[config.mk]
export PLATFORM = sky130hd
export DESIGN_NAME = multiaddr_expand_flat
export DESIGN_NICKNAME = d
export VERILOG_FILES = /design/src/rtl/multiaddr_expand_if.sv /design/src/rtl/multiaddr_expand.sv /design/src/flat_wrapper.sv
export SDC_FILE = /design/constraint.sdc
export NUM_CORES = 1
export LEC_CHECK = 0
export CAP_MARGIN = 15
export CORE_MARGIN = 5
export CORE_UTILIZATION = 52
export CTS_BUF_LIST = sky130_fd_sc_hd__clkbuf_8
export DETAILED_ROUTE_END_ITERATION = 8
export HOLD_SLACK_MARGIN = 0.15
export PLACE_DENSITY = 0.78
export SETUP_SLACK_MARGIN = 0.15
export SLEW_MARGIN = 10
export SYNTH_ARGS = -nofsm -noshare
export SYNTH_HDL_FRONTEND = slang
export SYNTH_SLANG_ARGS = --single-unit
[constraint.sdc]
create_clock -name clk_i -period 6.15 [get_ports clk_i]
set_input_delay 0.615 -clock clk_i [delete_from_list [all_inputs] [get_ports clk_i]]
set_output_delay 0.615 -clock clk_i [all_outputs]
set_load 0.03 [all_outputs]
[src/rtl/multiaddr_expand_if.sv]
// ============================================================================
// Module      : multiaddr_expand_if
// Description : Request/beat handshake bundle for the multi-address expander.
// Revision    : 1.0
// ============================================================================
`default_nettype none

interface multiaddr_expand_if #(
    parameter int unsigned AddrWidth = 32,
    parameter int unsigned IdxWidth  = 8
) ();

    // Request side: one {addr, mask} multi-address
    logic                 valid_i;
    logic                 ready_o;
    logic [AddrWidth-1:0] addr_i;
    logic [AddrWidth-1:0] mask_i;

    // Beat side: one concrete address per handshake
    logic                 valid_o;
    logic                 ready_i;
    logic [AddrWidth-1:0] addr_o;
    logic [IdxWidth-1:0]  idx_o;
    logic                 last_o;
    logic                 error_o;

    modport master (
        output valid_i, addr_i, mask_i, ready_i,
        input  ready_o, valid_o, addr_o, idx_o, last_o, error_o
    );

    modport slave (
        input  valid_i, addr_i, mask_i, ready_i,
        output ready_o, valid_o, addr_o, idx_o, last_o, error_o
    );

endinterface

`default_nettype wire

[src/rtl/multiaddr_expand.sv]
// ============================================================================
// Module      : multiaddr_expand
// Description : Serialises an {addr, mask} multi-address into its 2^K concrete
//               addresses, one per output handshake, in ascending order.
// Revision    : 1.0
// ============================================================================
`default_nettype none

module multiaddr_expand #(
    parameter int unsigned AddrWidth  = 32,
    parameter type         addr_t     = logic [AddrWidth-1:0],
    parameter int unsigned MaxSetBits = 8,
    parameter int unsigned IdxWidth   = MaxSetBits
) (
    input  wire logic          clk_i,
    input  wire logic          rst_ni,
    multiaddr_expand_if.slave  bus
);

    typedef enum logic [0:0] {
        IDLE   = 1'b0,
        EXPAND = 1'b1
    } state_e;

    state_e              state_q, state_d;
    addr_t               base_q, base_d;
    addr_t               mask_q, mask_d;
    addr_t               offset_q, offset_d;
    logic [IdxWidth-1:0] idx_q, idx_d;
    logic                err_q, err_d;

    logic [31:0]         set_bits;
    logic                too_many;
    logic                is_last;

    always_comb begin
        set_bits = '0;
        for (int i = 0; i < int'(AddrWidth); i++) begin
            set_bits = set_bits + 32'(bus.mask_i[i]);
        end
    end

    assign too_many = (set_bits > MaxSetBits);
    assign is_last  = (offset_q == mask_q);

    always_comb begin
        state_d  = state_q;
        base_d   = base_q;
        mask_d   = mask_q;
        offset_d = offset_q;
        idx_d    = idx_q;
        err_d    = err_q;
        case (state_q)
            IDLE: begin
                if (bus.valid_i) begin
                    base_d   = bus.addr_i & ~bus.mask_i;
                    offset_d = '0;
                    idx_d    = '0;
                    state_d  = EXPAND;
                    // A rejected set collapses to a single error beat
                    if (too_many) begin
                        mask_d = '0;
                        err_d  = 1'b1;
                    end else begin
                        mask_d = bus.mask_i;
                        err_d  = 1'b0;
                    end
                end
            end
            EXPAND: begin
                if (bus.ready_i) begin
                    if (is_last) begin
                        state_d = IDLE;
                        err_d   = 1'b0;
                    end else begin
                        // Filling unmasked bits with 1s makes the carry ripple
                        // straight across them to the next masked bit
                        offset_d = ((offset_q | ~mask_q) + addr_t'(1)) & mask_q;
                        idx_d    = idx_q + IdxWidth'(1);
                    end
                end
            end
            default: state_d = IDLE;
        endcase
    end

    always_ff @(posedge clk_i or negedge rst_ni) begin
        if (!rst_ni) begin
            state_q  <= IDLE;
            base_q   <= '0;
            mask_q   <= '0;
            offset_q <= '0;
            idx_q    <= '0;
            err_q    <= 1'b0;
        end else begin
            state_q  <= state_d;
            base_q   <= base_d;
            mask_q   <= mask_d;
            offset_q <= offset_d;
            idx_q    <= idx_d;
            err_q    <= err_d;
        end
    end

    assign bus.ready_o = (state_q == IDLE);
    assign bus.valid_o = (state_q == EXPAND);
    assign bus.addr_o  = base_q | offset_q;
    assign bus.idx_o   = idx_q;
    assign bus.last_o  = (state_q == EXPAND) && is_last;
    assign bus.error_o = err_q;

endmodule

`default_nettype wire

[src/flat_wrapper.sv]
// flat-port wrapper written by rule: the top's interface ports become plain ports
module multiaddr_expand_flat 
#(
    parameter int unsigned AddrWidth  = 32,
    parameter type         addr_t     = logic [AddrWidth-1:0],
    parameter int unsigned MaxSetBits = 8,
    parameter int unsigned IdxWidth   = MaxSetBits
)
  (clk_i, rst_ni, bus_valid_i, bus_addr_i, bus_mask_i, bus_ready_i, bus_ready_o, bus_valid_o, bus_addr_o, bus_idx_o, bus_last_o, bus_error_o);
  multiaddr_expand_if #(.AddrWidth(AddrWidth), .IdxWidth(IdxWidth)) bus_i ();
  input  wire logic clk_i;
  input  wire logic rst_ni;
  input wire logic [$bits(bus_i.valid_i)-1:0] bus_valid_i;
  input wire logic [$bits(bus_i.addr_i)-1:0] bus_addr_i;
  input wire logic [$bits(bus_i.mask_i)-1:0] bus_mask_i;
  input wire logic [$bits(bus_i.ready_i)-1:0] bus_ready_i;
  output wire logic [$bits(bus_i.ready_o)-1:0] bus_ready_o;
  output wire logic [$bits(bus_i.valid_o)-1:0] bus_valid_o;
  output wire logic [$bits(bus_i.addr_o)-1:0] bus_addr_o;
  output wire logic [$bits(bus_i.idx_o)-1:0] bus_idx_o;
  output wire logic [$bits(bus_i.last_o)-1:0] bus_last_o;
  output wire logic [$bits(bus_i.error_o)-1:0] bus_error_o;
  assign bus_i.valid_i = bus_valid_i;
  assign bus_i.addr_i = bus_addr_i;
  assign bus_i.mask_i = bus_mask_i;
  assign bus_i.ready_i = bus_ready_i;
  assign bus_ready_o = bus_i.ready_o;
  assign bus_valid_o = bus_i.valid_o;
  assign bus_addr_o = bus_i.addr_o;
  assign bus_idx_o = bus_i.idx_o;
  assign bus_last_o = bus_i.last_o;
  assign bus_error_o = bus_i.error_o;
  multiaddr_expand #(.AddrWidth(AddrWidth), .addr_t(addr_t), .MaxSetBits(MaxSetBits), .IdxWidth(IdxWidth)) u_core (.clk_i(clk_i), .rst_ni(rst_ni), .bus(bus_i));
endmodule
Yosys cells after proc, flatten, opt, wreduce, memory -nomap -nowiden
Index checks and enable logic that the tools add are counted.
- latch bits: 0
- flip-flop bits (word level): 106
- memories kept: 0
- logic and storage cells: 74
- bits in writable memories: 0
- output and inout port bits: 44
- bits in read-only memories: 0
- input bits: 68
- shifts and indexed selects: 0
- $lt $le $gt $ge: 1
- add/sub/neg operators: 33
- muxes and demuxes: 18
- reduce and logical (&&, ||, !) cells: 4
- bitwise logic cells: 7
- multiply operators: 0
- div/mod/pow operators: 0
- eq/ne operators: 5
- operators with widths (kind ; count):
    adder 32 x 1 -> 32 bit ; 30
    2-to-1 mux 32 bit ; 4
    AND 32 bit ; 2
    inverter 32 bit ; 2
    OR 32 bit ; 2
    case mux 32 bit (2 select lines) ; 1
    adder 32 x 1 -> 32 bit, second input constant ; 1
    == test 32 bit ; 1
    greater-than comparator 32 x 4 -> 1 bit, second input constant ; 1
    2-to-1 mux 8 bit ; 3
    case mux 8 bit (2 select lines) ; 1
    adder 8 x 1 -> 8 bit, second input constant ; 1
    inequality test 2 bit, second input constant ; 4
    2-to-1 mux 1 bit ; 7
    AND reduction 3 bit ; 2
    case mux 1 bit (2 select lines) ; 2
    adder 1 x 1 -> 2 bit ; 1
    AND reduction 2 bit ; 1
    logical AND 1 bit ; 1
    inverter 1 bit ; 1

Logic depth before layout (Yosys ltp)
- word-level depth: 35
- mapped depth: 20
- mapped depth without buffers: 18

Least setup slack after synthesis
Ideal clock, no wire load.
- kind: input to register
- start: input port bus_mask_i[0]
- end: register u_core.mask_q[10] (netlist name)
- path slack: -0.003 ns
- arrival time: 6.058 ns
- path buffers: 2
- stages: 18
- required time: 6.054 ns
- setup time: 0.096 ns
- cell sequence: ha_1 > inv_1 > fa_1 > fa_1 > fa_1 > fa_1 > fa_1 > fa_1 > inv_1 > fa_1 > fa_1 > o32a_1 > o221ai_1 > a21oi_1 > or3_1 > clkbuf_1 > clkbuf_1 > o31ai_1
- cells in the longest elaborated chain, start to end: 33
- ends and longest elaborated chain (element ; line ; text):
    start: declaration ; flat_wrapper.sv:15 ; input wire logic [$bits(bus_i.mask_i)-1:0] bus_mask_i;
    adder 1 x 1 -> 2 bit ; multiaddr_expand.sv:39 ; set_bits = set_bits + 32'(bus.mask_i[i]);
    adder 32 x 1 -> 32 bit (30 in a row) ; multiaddr_expand.sv:39 ;
    greater-than comparator 32 x 4 -> 1 bit ; multiaddr_expand.sv:43 ; assign too_many = (set_bits > MaxSetBits);
    2-to-1 mux 32 bit ; multiaddr_expand.sv:61 ; if (too_many) begin
    end signal: assignment ; multiaddr_expand.sv:98 ; mask_q <= mask_d;
    end: declaration ; multiaddr_expand.sv:27 ; addr_t mask_q, mask_d;
No other way between the ends.
A chain may end at the register's enable or synchronous reset.

Worst setup path in the final report
- start: input port bus_mask_i[12]
- end: register u_core.mask_q[28] (netlist name)
- cells in the longest elaborated chain, start to end: 22
- ends and longest elaborated chain (element ; line):
    adder 32 x 1 -> 32 bit (20 in a row) ; multiaddr_expand.sv:39
    greater-than comparator 32 x 4 -> 1 bit ; multiaddr_expand.sv:43
    2-to-1 mux 32 bit ; multiaddr_expand.sv:61
No other way between the ends.

==> impl_results.md <==
* Status: completed
* CTS tree: built
* Antenna violations before repair at 0
* Die H at 123 um
* Vias in the first global route at 6062
* Most used cell, CP: fa_1
* First-pass DRT Iterations at 5
* Final min period at 5990 ps
* Synth Warn # at 0
* Avg Cell Area, Syn at 9.32 sq um
* Cell taking the most area after synthesis: dfrtp_1
* Buffers on Ports at 111
* DR vias/cell at 5.62
* GRT Overall Usage at 26.1%
* WP data required at 6440 ps
* DRC at 0
* RSZ-0062 raised after global routing: true
* DRT iter0 DRCs at 418
* Clock skew at 9.60 ps
* HP Class: in2async
* Worst Path Buf+Inv at 5
* # diodes at 0
* CTS buffer count at 9
* H-tree level count at 3
* RePlAce Congestion at 0.893
* Count leader, synth: nand2_1
* Final Setup Violations at 0
* Slowest stage delay, CP at 540 ps
* Clock Sinks at 106
* Post-Syn Area at 0.00664 sq mm
* Clock-pin slew on the worst setup and hold paths at 110 ps
* DR vias at 5691
* I/O pin cnt at 112
* Number of flops mapped to enable cells by yosys at 0
* Finished Cell Area at 0.00856 sq mm
* Root buffer cell: clkbuf_8
* Core Region at 0.0126 sq mm
* CP cell instances: dlygate4sd2_1 > fa_1 > inv_1 > fa_1 > fa_1 > fa_1 > fa_1 > fa_1 > inv_2 > fa_2 > fa_1 > o32a_1 > o221ai_2 > a21oi_2 > or3_4 > buf_6 > buf_8 > o31ai_4
* Die area at 0.0151 sq mm
* Final core utilization at 68.1%
* Die Wd at 123 um
* Crit-path max FO at 6
* # rows at 41
* Synth top cells by count: nand2_1 (133), dfrtp_1 (106), inv_1 (78)
* Element type at the critical path start: input pin
* Crit path max-delay family: adder cells
* Worst path arrival time at 6280 ps
* Initial Util at 52.8%
* Fin nets at 971
* CP Class: in2reg
* Post-DRT Antenna Nets at 0
* Max-Cap Viols at 0
* Mapped Nets at 847
* Cell count after synthesis at 712
* Fin crit share at 97.4%
* Worst skew pair latency at 380 ps
* Dpl hpwl at 13.5 mm
* Post-placement cell area at 0.00803 sq mm
* Dominant cells by area after synthesis: dfrtp_1 (40%), ha_1 (8.1%), nand2_1 (7.5%), fa_1 (7.2%), inv_1 (4.4%)
* Fmax at 0.167 GHz
* Sequential share of the synthesized area at 40.0%
* Layout area overhead at 28.9%
* Most used DFF post-synth: dfrtp_1
* Yosys cell types at 47
* Share of cells above drive strength 1 at 18.5%
* Max-slew headroom at 35.9%
* Final hold viol count at 0
* Largest net degree at the start of global routing at 84
* WL/cell at 18.4 um
* Share of the synthesized area in the top cell type at 40.0%
* Fraction of registers with async set/reset at 100%
* Final wirelength at 18.6 mm
* Worst Setup End Kind: flop
* Total gr overflow at 0
* Worst-case clock buffer depth at 2
* Worst path slowest cell: fa_1
* Fin. max-slew vios at 0
* Seq cells post-synth at 106
* CTS Hold Bufs at 0
* Worst-margin pin slew at 959 ps
* Global-route wire length before repair at 30.5 mm
-- final timing paths --
kind	from	endpoint	slack (ps)	cells after the start
max reg2reg	u_core.offset_q[16]	u_core.offset_q[29]	2980	7
min	rst_ni	u_core.base_q[29]	220	1
max in group asynchronous	rst_ni	u_core.mask_q[22]	4750	2
max	bus_mask_i[12]	u_core.mask_q[28]	160	18
min in group clk_i	u_core.base_q[14]	u_core.base_q[14]	470	2
min reg2reg	u_core.base_q[14]	u_core.base_q[14]	470	2
-- routing by layer --
metal  track usage [%]  vias to the layer above  share of wire (%)
met4              9.48                        0                3.2
met3              4.99                       51                7.1
met2              43.4                      219                 49
met1              34.1                     2760                 40
li1                  -                     2661                  -
met5                 0                        -                  0
-- cells by family (layout without fill, tap and decap cells) --
logic type      after synthesis  count (layout)  share of synthesized area [%]
xor+xnor                     28              28                           3.69
simple gates                287             287                           23.1
flops                       106             106                           40.0
fa+ha+maj                    67              67                           15.3
buf+inv                     112             241                           6.73
compound gates              112             112                           11.2
-- cell type report --
| class | count | area [sq um] |
|---|---|---|
| Fill cell | 968 | 4010 |
| Multi-Input combinational cell | 494 | 3740 |
| Sequential cell | 106 | 2650 |
| Timing Repair Buffer | 147 | 1470 |
| Inverter | 78 | 293 |
| Tap cell | 172 | 215 |
| Clock buffer | 11 | 151 |
| Clock inverter | 5 | 28.8 |
-- cell usage in the layout, fill, tap and decap left out, types with 20 or more instances in the layout --
cell type	instances
buf_4	29
clkdlybuf4s50_1	94
dfrtp_1	106
fa_1	23
ha_1	42
inv_1	67
nand2_1	132
nand4_1	20
nor2_1	30
o21ai_0	39
or2_2	33
xnor2_1	27
-- through the flow --
stage               hold WS [ps]  setup WS (ps)  TNS (ps)  std cells
global route                 264           21.1         0       1013
finish                       221            163         0       1013
detailed placement           448           -515    -14450        987
global placement             441           -375    -11050        987
CTS                          249            143         0       1011
floorplan                    319            176         0        712
-- state kept, by name, summed over array words and instances (netlist names) --
signal	cells
u_core.bus.error_o	1
u_core.bus.idx_o	8
u_core.mask_q	32
u_core.bus.valid_o	1
u_core.base_q	32
u_core.offset_q	32
-- what timing repair did --
action | 4_1_cts | 5_1_grt
endpoints found under the setup margin | 32 | 32
resized for setup | 68 | 40
cloned | 3 | 1
pin swaps | 4 | 18
buffers inserted | 5 | 1
Power is not shown: default switching activity piles up to over one toggle a cycle in this logic, so the estimate is an artifact.
